## config.mk

```make
export PLATFORM = sky130hd
export DESIGN_NAME = pipeline_interlock_ctrl
export DESIGN_NICKNAME = d
export VERILOG_FILES = /design/src/rtl/pipeline_interlock_ctrl.sv
export SDC_FILE = /design/constraint.sdc
export NUM_CORES = 1
export LEC_CHECK = 0
export ABC_CLOCK_PERIOD_IN_PS = 3050
export CORE_MARGIN = 2
export CORE_UTILIZATION = 48
export DETAILED_ROUTE_END_ITERATION = 7
export HOLD_SLACK_MARGIN = 0.08
export PLACE_DENSITY = 0.79
export SYNTH_ARGS = -nofsm -noshare
export SYNTH_HDL_FRONTEND = slang
export SYNTH_SLANG_ARGS = --single-unit
```

## constraint.sdc

```tcl
create_clock -name gclk -period 3.05 [get_ports gclk]
set_input_delay 0.61 -clock gclk [delete_from_list [all_inputs] [get_ports gclk]]
set_output_delay 0.61 -clock gclk [all_outputs]
set_load 0.005 [all_outputs]
```

## src/rtl/pipeline_interlock_ctrl.sv

```systemverilog
// Stall/flush sequencer: load-use interlock, multi-cycle memory freeze, branch shadow flush, memory watchdog.
// Latency: control outputs are combinational from state and inputs; counters update on the next gclk edge.
// Backpressure: mem_ready=0 freezes the whole pipe until ready or until the watchdog aborts the access.
module pipeline_interlock_ctrl #(
  parameter int ADDR_W    = 3,
  parameter int BR_SHADOW = 1,
  parameter int MAX_WAIT  = 15
) (
  input  logic              gclk,
  input  logic              rst,
  input  logic              id_valid,
  input  logic              id_dst_re,
  input  logic              id_src_re,
  input  logic              id_ext_re,
  input  logic [ADDR_W-1:0] id_dst_addr,
  input  logic [ADDR_W-1:0] id_src_addr,
  input  logic [ADDR_W-1:0] id_ext_addr,
  input  logic              alu_wb_en,
  input  logic [ADDR_W-1:0] alu_wb_addr,
  input  logic              alu_is_load,
  input  logic              br_taken,
  input  logic              mem_req,
  input  logic              mem_ready,
  output logic              pc_hold,
  output logic              ifid_hold,
  output logic              ifid_flush,
  output logic              idalu_bubble,
  output logic              back_hold,
  output logic              mem_abort,
  output logic              mem_timeout,
  output logic [15:0]       stall_cycles
);

  typedef enum logic [1:0] {RUN, FLUSH, MEM_WAIT} state_t;

  localparam logic [2:0] SHADOW_INIT = 3'(BR_SHADOW);
  localparam logic [7:0] WAIT_LIMIT  = 8'(MAX_WAIT);

  state_t     state, state_nxt, ret_state, ret_state_nxt, eval_state;
  logic [2:0] shadow_cnt, shadow_cnt_nxt;
  logic [7:0] wait_cnt, wait_cnt_nxt;
  logic       mstall, luse, eval_mstall, resolve;
  logic       pc_hold_c, ifid_hold_c, ifid_flush_c, idalu_bubble_c, back_hold_c, mem_abort_c;

  assign mstall = mem_req & ~mem_ready;
  assign luse   = id_valid & alu_is_load & alu_wb_en &
                  ((id_dst_re & (id_dst_addr == alu_wb_addr)) |
                   (id_src_re & (id_src_addr == alu_wb_addr)) |
                   (id_ext_re & (id_ext_addr == alu_wb_addr)));

  always_comb begin
    state_nxt      = state;
    ret_state_nxt  = ret_state;
    shadow_cnt_nxt = shadow_cnt;
    wait_cnt_nxt   = wait_cnt;
    pc_hold_c      = 1'b0;
    ifid_hold_c    = 1'b0;
    ifid_flush_c   = 1'b0;
    idalu_bubble_c = 1'b0;
    back_hold_c    = 1'b0;
    mem_abort_c    = 1'b0;
    eval_state     = state;
    eval_mstall    = mstall;
    resolve        = 1'b1;

    // Leaving MEM_WAIT (ready or watchdog) re-evaluates the interrupted state with the stall masked.
    if (state == MEM_WAIT) begin
      eval_state  = ret_state;
      eval_mstall = 1'b0;
      if (!mem_ready && (wait_cnt < WAIT_LIMIT)) begin
        resolve      = 1'b0;
        pc_hold_c    = 1'b1;
        ifid_hold_c  = 1'b1;
        back_hold_c  = 1'b1;
        wait_cnt_nxt = wait_cnt + 8'd1;
      end else begin
        wait_cnt_nxt = 8'd0;
        mem_abort_c  = ~mem_ready;
      end
    end

    if (resolve) begin
      state_nxt = eval_state;
      if (eval_mstall) begin
        pc_hold_c     = 1'b1;
        ifid_hold_c   = 1'b1;
        back_hold_c   = 1'b1;
        state_nxt     = MEM_WAIT;
        ret_state_nxt = eval_state;
        wait_cnt_nxt  = 8'd1;
      end else if (br_taken) begin
        ifid_flush_c   = 1'b1;
        idalu_bubble_c = 1'b1;
        if (BR_SHADOW > 0) begin
          state_nxt      = FLUSH;
          shadow_cnt_nxt = SHADOW_INIT;
        end
      end else if (eval_state == FLUSH) begin
        // The ID slot holds a flushed NOP here, so load-use is irrelevant.
        ifid_flush_c   = 1'b1;
        shadow_cnt_nxt = shadow_cnt - 3'd1;
        if (shadow_cnt == 3'd1) state_nxt = RUN;
      end else if (luse) begin
        pc_hold_c      = 1'b1;
        ifid_hold_c    = 1'b1;
        idalu_bubble_c = 1'b1;
      end
    end
  end

  assign pc_hold      = pc_hold_c      & ~rst;
  assign ifid_hold    = ifid_hold_c    & ~rst;
  assign ifid_flush   = ifid_flush_c   & ~rst;
  assign idalu_bubble = idalu_bubble_c & ~rst;
  assign back_hold    = back_hold_c    & ~rst;
  assign mem_abort    = mem_abort_c    & ~rst;

  always_ff @(posedge gclk or posedge rst) begin
    if (rst) begin
      state        <= RUN;
      ret_state    <= RUN;
      shadow_cnt   <= 3'd0;
      wait_cnt     <= 8'd0;
      mem_timeout  <= 1'b0;
      stall_cycles <= 16'd0;
    end else begin
      state      <= state_nxt;
      ret_state  <= ret_state_nxt;
      shadow_cnt <= shadow_cnt_nxt;
      wait_cnt   <= wait_cnt_nxt;
      if (mem_abort_c) mem_timeout <= 1'b1;
      if (pc_hold_c && (stall_cycles != 16'hFFFF)) stall_cycles <= stall_cycles + 16'd1;
    end
  end

endmodule

```

# == Word-level counts from Yosys, hierarchy flattened ==
# Cells that the tools add are included.
# totals
ff_bits,32
input_bits,23
out_inout_bits,23
word_cells,74
# classes
addsub,3
magnitude_cmp,1
eq_ne,7
muxes,34
bitwise,17
reduce_logical,6
# ops
op,count
two-way mux 8 bit,4
two-way mux 1 bit,23
adder 16 x 1 -> 16 bit (second input constant),1
inequality test 16 bit (second input constant),1
bitwise AND 1 bit,12
two-way mux 2 bit,5
== test 3 bit,3
adder 8 x 1 -> 8 bit (second input constant),1
less-than comparator 8 x 4 -> 1 bit (second input constant),1
two-way mux 3 bit,2
== test 3 x 1 -> 1 bit (second input constant),1
NOT 1 bit,3
AND reduction 3 bit,1
subtractor 3 x 1 -> 3 bit (second input constant),1
== test 2 x 1 -> 1 bit (second input constant),1
== test 2 bit (second input constant),1
logical AND 1 bit,2
OR 1 bit,2
AND reduction 2 bit,1
nonzero test 2 bit,1
logical NOT 1 bit,1

# == Longest topological paths before layout ==
# depth
depth_word,11
mapped_depth,9
depth_no_buf,7

# == Worst setup path after synthesis ==
# OpenSTA, ideal clock, no wires.
# synth_timing
kind,register -> output
startpoint,register wait_cnt[6]
endpoint,output pc_hold
arrival_time_ns,1.960
required_ns,2.440
slack_ns,0.480
stages_incl_launch_ff,9
path_buffers,3
cell_sequence,dfrtp_1 or4_4 nor4_4 a21o_1 buf_6 a31oi_4 buf_6 nor2_1 buf_4
# synth_via
elab_chain_len,10
word_cells_on_any_way,12
cone_classes,order compare (1); mux (9); bitwise (1); reduce/logical (1)
# synth_lines
item,line_no,rtl
start: declaration,41,"logic [7:0] wait_cnt, wait_cnt_nxt;"
start signal: assignment,130,wait_cnt <= wait_cnt_nxt;
less-than comparator 8 x 4 -> 1 bit (*),70,if (!mem_ready && (wait_cnt < WAIT_LIMIT)) begin
logical AND 1 bit (*),70,
two-way mux 1 bit (6 in a row),-,
two-way mux 1 bit (*),-,
bitwise AND 1 bit (*),-,
end: declaration,24,"output logic pc_hold,"
# Every way passes the cells marked *; elsewhere a longest branch is shown, timed or not.

# == Worst setup path in the final report ==
# layout_timing
startpoint,register wait_cnt[6]
endpoint,output ifid_hold
# layout_via
elab_chain_len,10
word_cells_on_any_way,12
cone_classes,order compare (1); mux (9); bitwise (1); reduce/logical (1)
# layout_lines
item,line_no,rtl
less-than comparator 8 x 4 -> 1 bit (*),70,
logical AND 1 bit (*),70,
two-way mux 1 bit,70,
two-way mux 1 bit,67,if (state == MEM_WAIT) begin
two-way mux 1 bit,103,end else if (luse) begin
two-way mux 1 bit,98,end else if (eval_state == FLUSH) begin
two-way mux 1 bit,91,end else if (br_taken) begin
two-way mux 1 bit,84,if (eval_mstall) begin
two-way mux 1 bit (*),82,if (resolve) begin
bitwise AND 1 bit (*),112,assign ifid_hold = ifid_hold_c & ~rst;
end: declaration,25,"output logic ifid_hold,"
# Marks and branches as above.

==> summary.md <==
| Metric | Value |
|---|---|
| Mapped Avg Cell Area | `10.2 um^2` |
| Max Clock Skew | `0.00314 ns` |
| Final standard cell area without fillers | `0.00244 mm^2` |
| Sum of negative setup slack | `0 ns` |
| Detailed-route vias per instance | `5.20` |
| Register-to-Register Path Depth | `7` |
| Arrival time of the worst setup path | `2.32 ns` |
| H-tree Lvls | `2` |
| Core region area | `0.00361 mm^2` |
| Remaining global-route overflow | `0` |
| Worst-path fanout max | `3` |
| Post-DP Area | `0.00230 mm^2` |
| Ports placed on the boundary | `46` |
| Total via count after detailed routing | `1462` |
| Syn. warnings | `0` |
| Classification of the worst setup path | `reg2out` |
| Max-slew headroom | `0.736` |
| Number of max-cap violations | `0` |
| Number of diodes | `0` |
| Die Span X | `64.7 um` |
| Slowest library cell on the worst path | `sky130_fd_sc_hd__or4_4` |
| Initial DRT Pass Iterations | `6` |
| Hold Crit Class | `reg2reg` |
| Power density over the cells | `707 mW/mm^2` |
| Cells after synthesis | `174` |
| Required time at the worst-slack endpoint | `2.44 ns` |
| Standard-cell row count | `22` |
| Number of antenna violations at the first check in global routing | `0` |
| Layout-stage area growth over the synthesis result | `37.6%` |
| Insertion delay of the later-clocked pin in the worst-skew pair | `0.28 ns` |
| Number of max-slew violations in the final report | `0` |
| Number of input and output port buffers inserted | `45` |
| Setup repair after global routing missed its margin | `false` |
| Post-detailed-route count of antenna-violating nets | `0` |
| Most used cells in the layout excluding fill and tap cells | `sky130_fd_sc_hd__clkdlybuf4s50_1, sky130_fd_sc_hd__dfrtp_1, sky130_fd_sc_hd__nor2_1` |
| Worst Path Buf+Inv | `1` |
| Hold Path Stages | `1` |
| Clock-pin slew of the registers on the worst-case setup and hold paths | `0.06 ns` |
| Register bit count reported by yosys | `32` |
| Global-route usage over all layers | `0.187` |
| Number of hold violations in the final report | `0` |
| CP Depth | `6` |
| Worst-Margin Slew | `0.391 ns` |
| Netlist Area Pre-Place | `0.00177 mm^2` |
| Count of routing violations after the opening detailed-route iteration | `60` |
| Maximum number of pins on one net before global-route repair | `23` |
| TritonCTS Buffers | `5` |
| Cell type group with the largest total delay on the critical path | `simple AND/OR/NAND/NOR gates` |
| CTS sink cnt | `32` |
| Post-detailed-route wirelength per cell | `12.1 um` |
| Sequential-to-total area share from yosys stat | `0.452` |
| Maximum VDD drop | `0.402 mV` |
| Routability-driven placement congestion ratio | `0.801` |
| Starting density of the core | `0.491` |
| Final period demand of the worst path | `2.93 ns` |
| Net Count, Synth | `201` |
| Vias in the first global route | `1413` |
| Sum of net half-perimeters after detailed placement | `2670 um` |
| Leakage | `0.00107 uW` |
| Crit. End Element | `output pin` |
| Die Y | `64.7 um` |
| Global-route wire length before repair | `6090 um` |
| Result of the run | `finished, final reports clean` |
| Cell-by-cell trace of the critical path | `or4_4, nor4_4, a21o_1, a31oi_4, nor2_2, clkdlybuf4s50_1` |
| Share of final-layout standard cells stronger than drive strength 1 | `0.116` |
| Total detailed-routing wirelength | `3410 um` |
| Post-route DRC | `0` |
| Delay of the slowest cell on the worst path | `0.54 ns` |
| Layout Nets | `259` |
| Crit path launch type | `flop` |
| Final worst-path cycle share | `0.959` |
| Post-cts hold buffer count | `0` |
| Most common cell after layout, fill and taps aside | `sky130_fd_sc_hd__clkdlybuf4s50_1` |
| CTS root buffer | `sky130_fd_sc_hd__clkbuf_8` |
| Clock tree from TritonCTS | `yes` |
| Number of endpoints failing setup at the final stage | `0` |
| Number of unique standard cell types used by synthesis | `34` |
| Maximum count of clock buffers along a single path | `2` |
| Total Die Area | `0.00419 mm^2` |
| Upper clock frequency limit | `0.342 GHz` |
| Overall power consumption | `1720 uW` |
[path summary, 6_finish.rpt]
path / slack (ns) / end / startpoint
min in group asynchronous: 0.77 / ret_state[0] / rst
worst max register to register: 0.72 / stall_cycles[1] / wait_cnt[6]
worst min-delay path: 0.48 / mem_timeout / mem_timeout
max in group asynchronous: 1.66 / wait_cnt[0] / rst
worst min register to register: 0.48 / mem_timeout / mem_timeout
worst max-delay path: 0.12 / ifid_hold / wait_cnt[6]
[routing by layer]
metal | GRT usage | wire, um
met1 | 0.232 | 1480
met2 | 0.307 | 1700
met3 | 0.0608 | 192
met4 | 0.0638 | 42
met5 | 0 | 0
[worst reg2reg max path, stage by stage (launching register included)]
cell and delay, ns:
sky130_fd_sc_hd__dfrtp_1 0.41, sky130_fd_sc_hd__or4_4 0.54, sky130_fd_sc_hd__nor4_4 0.24, sky130_fd_sc_hd__a21o_1 0.18, sky130_fd_sc_hd__a31oi_4 0.05, sky130_fd_sc_hd__buf_4 0.23
sky130_fd_sc_hd__nor2_1 0.22, sky130_fd_sc_hd__mux2_2 0.36
[flip-flops by register name, summed over array words and instances (netlist names)]
signal        count
shadow_cnt        3
state             2
ret_state         2
wait_cnt          8
stall_cycles     16
mem_timeout       1
[Yosys cell counts]
cell,n,share of area
sky130_fd_sc_hd__buf_4,1,0.0042
sky130_fd_sc_hd__a21boi_0,1,0.0042
sky130_fd_sc_hd__buf_6,2,0.013
sky130_fd_sc_hd__and4_1,2,0.0099
sky130_fd_sc_hd__xor2_1,17,0.084
sky130_fd_sc_hd__nand4_1,6,0.021
sky130_fd_sc_hd__a31oi_1,2,0.0071
sky130_fd_sc_hd__and2_1,1,0.0035
sky130_fd_sc_hd__and3_1,6,0.021
sky130_fd_sc_hd__nand2_1,13,0.028
sky130_fd_sc_hd__o22a_1,1,0.0049
sky130_fd_sc_hd__ha_1,4,0.028
sky130_fd_sc_hd__nor4_1,3,0.011
sky130_fd_sc_hd__o31ai_1,3,0.013
sky130_fd_sc_hd__xnor2_1,10,0.049
sky130_fd_sc_hd__a21o_1,2,0.0085
sky130_fd_sc_hd__mux2_2,1,0.0064
sky130_fd_sc_hd__nand3_1,5,0.014
sky130_fd_sc_hd__a21oi_1,6,0.017
sky130_fd_sc_hd__nor3b_2,1,0.0071
sky130_fd_sc_hd__nor4b_1,1,0.0049
sky130_fd_sc_hd__nor2_1,20,0.042
sky130_fd_sc_hd__or4_4,1,0.0064
sky130_fd_sc_hd__nor4b_2,1,0.0085
sky130_fd_sc_hd__inv_1,7,0.015
sky130_fd_sc_hd__dfrtp_1,32,0.45
sky130_fd_sc_hd__nor2b_1,2,0.0071
sky130_fd_sc_hd__a31oi_4,1,0.012
sky130_fd_sc_hd__o21ai_0,6,0.017
sky130_fd_sc_hd__a31o_2,1,0.0049
sky130_fd_sc_hd__a22o_1,1,0.0049
sky130_fd_sc_hd__nor4_4,3,0.036
sky130_fd_sc_hd__nor3_1,7,0.020
sky130_fd_sc_hd__nand2b_1,4,0.014
[per-stage QoR]
stage           util  setup slack [ns]  hold slack (ns)  cells
3_3_place_gp   0.639            0.0834            0.453    271
4_1_cts        0.671            0.0587            0.481    280
2_1_floorplan      -             0.480            0.459    174
3_5_place_dp   0.639            0.0587            0.457    271
5_1_grt        0.676          0.000294            0.501    281
6_report       0.676             0.124            0.478    281
[cells by family after synthesis]
| logic type | count (synthesis) | synth area share |
|---|---|---|
| buffers and inverters | 10 | 0.0318 |
| xor gates and xnor gates | 27 | 0.134 |
| AOI/OAI and AO/OA | 24 | 0.0933 |
| DFF | 32 | 0.452 |
| muxes | 1 | 0.00636 |
| and+or+nand+nor | 76 | 0.254 |
| adders and majority gates | 4 | 0.0283 |
[area by class of cell]
cell class              instances  area, um^2
inverters                       7        26.3
well taps                      48        60.1
multi-input cells             132         921
clock inverters                 2        35.0
clock buffers                   6        72.6
fillers                       284        1170
flip-flops and latches         32         801
repair buffers                 54         520
[power breakdown]
part           total, uW  switching [uW]  internal, uW
registers            673             128           545
logic                655             309           347
clock network        393             151           242
[what timing repair did]
item,in CTS,in global routing
endpoints found under the setup margin,2,4
setup buffers,1,1
gates resized for setup,0,3
Note: power is estimated with default switching activity, not from simulation.
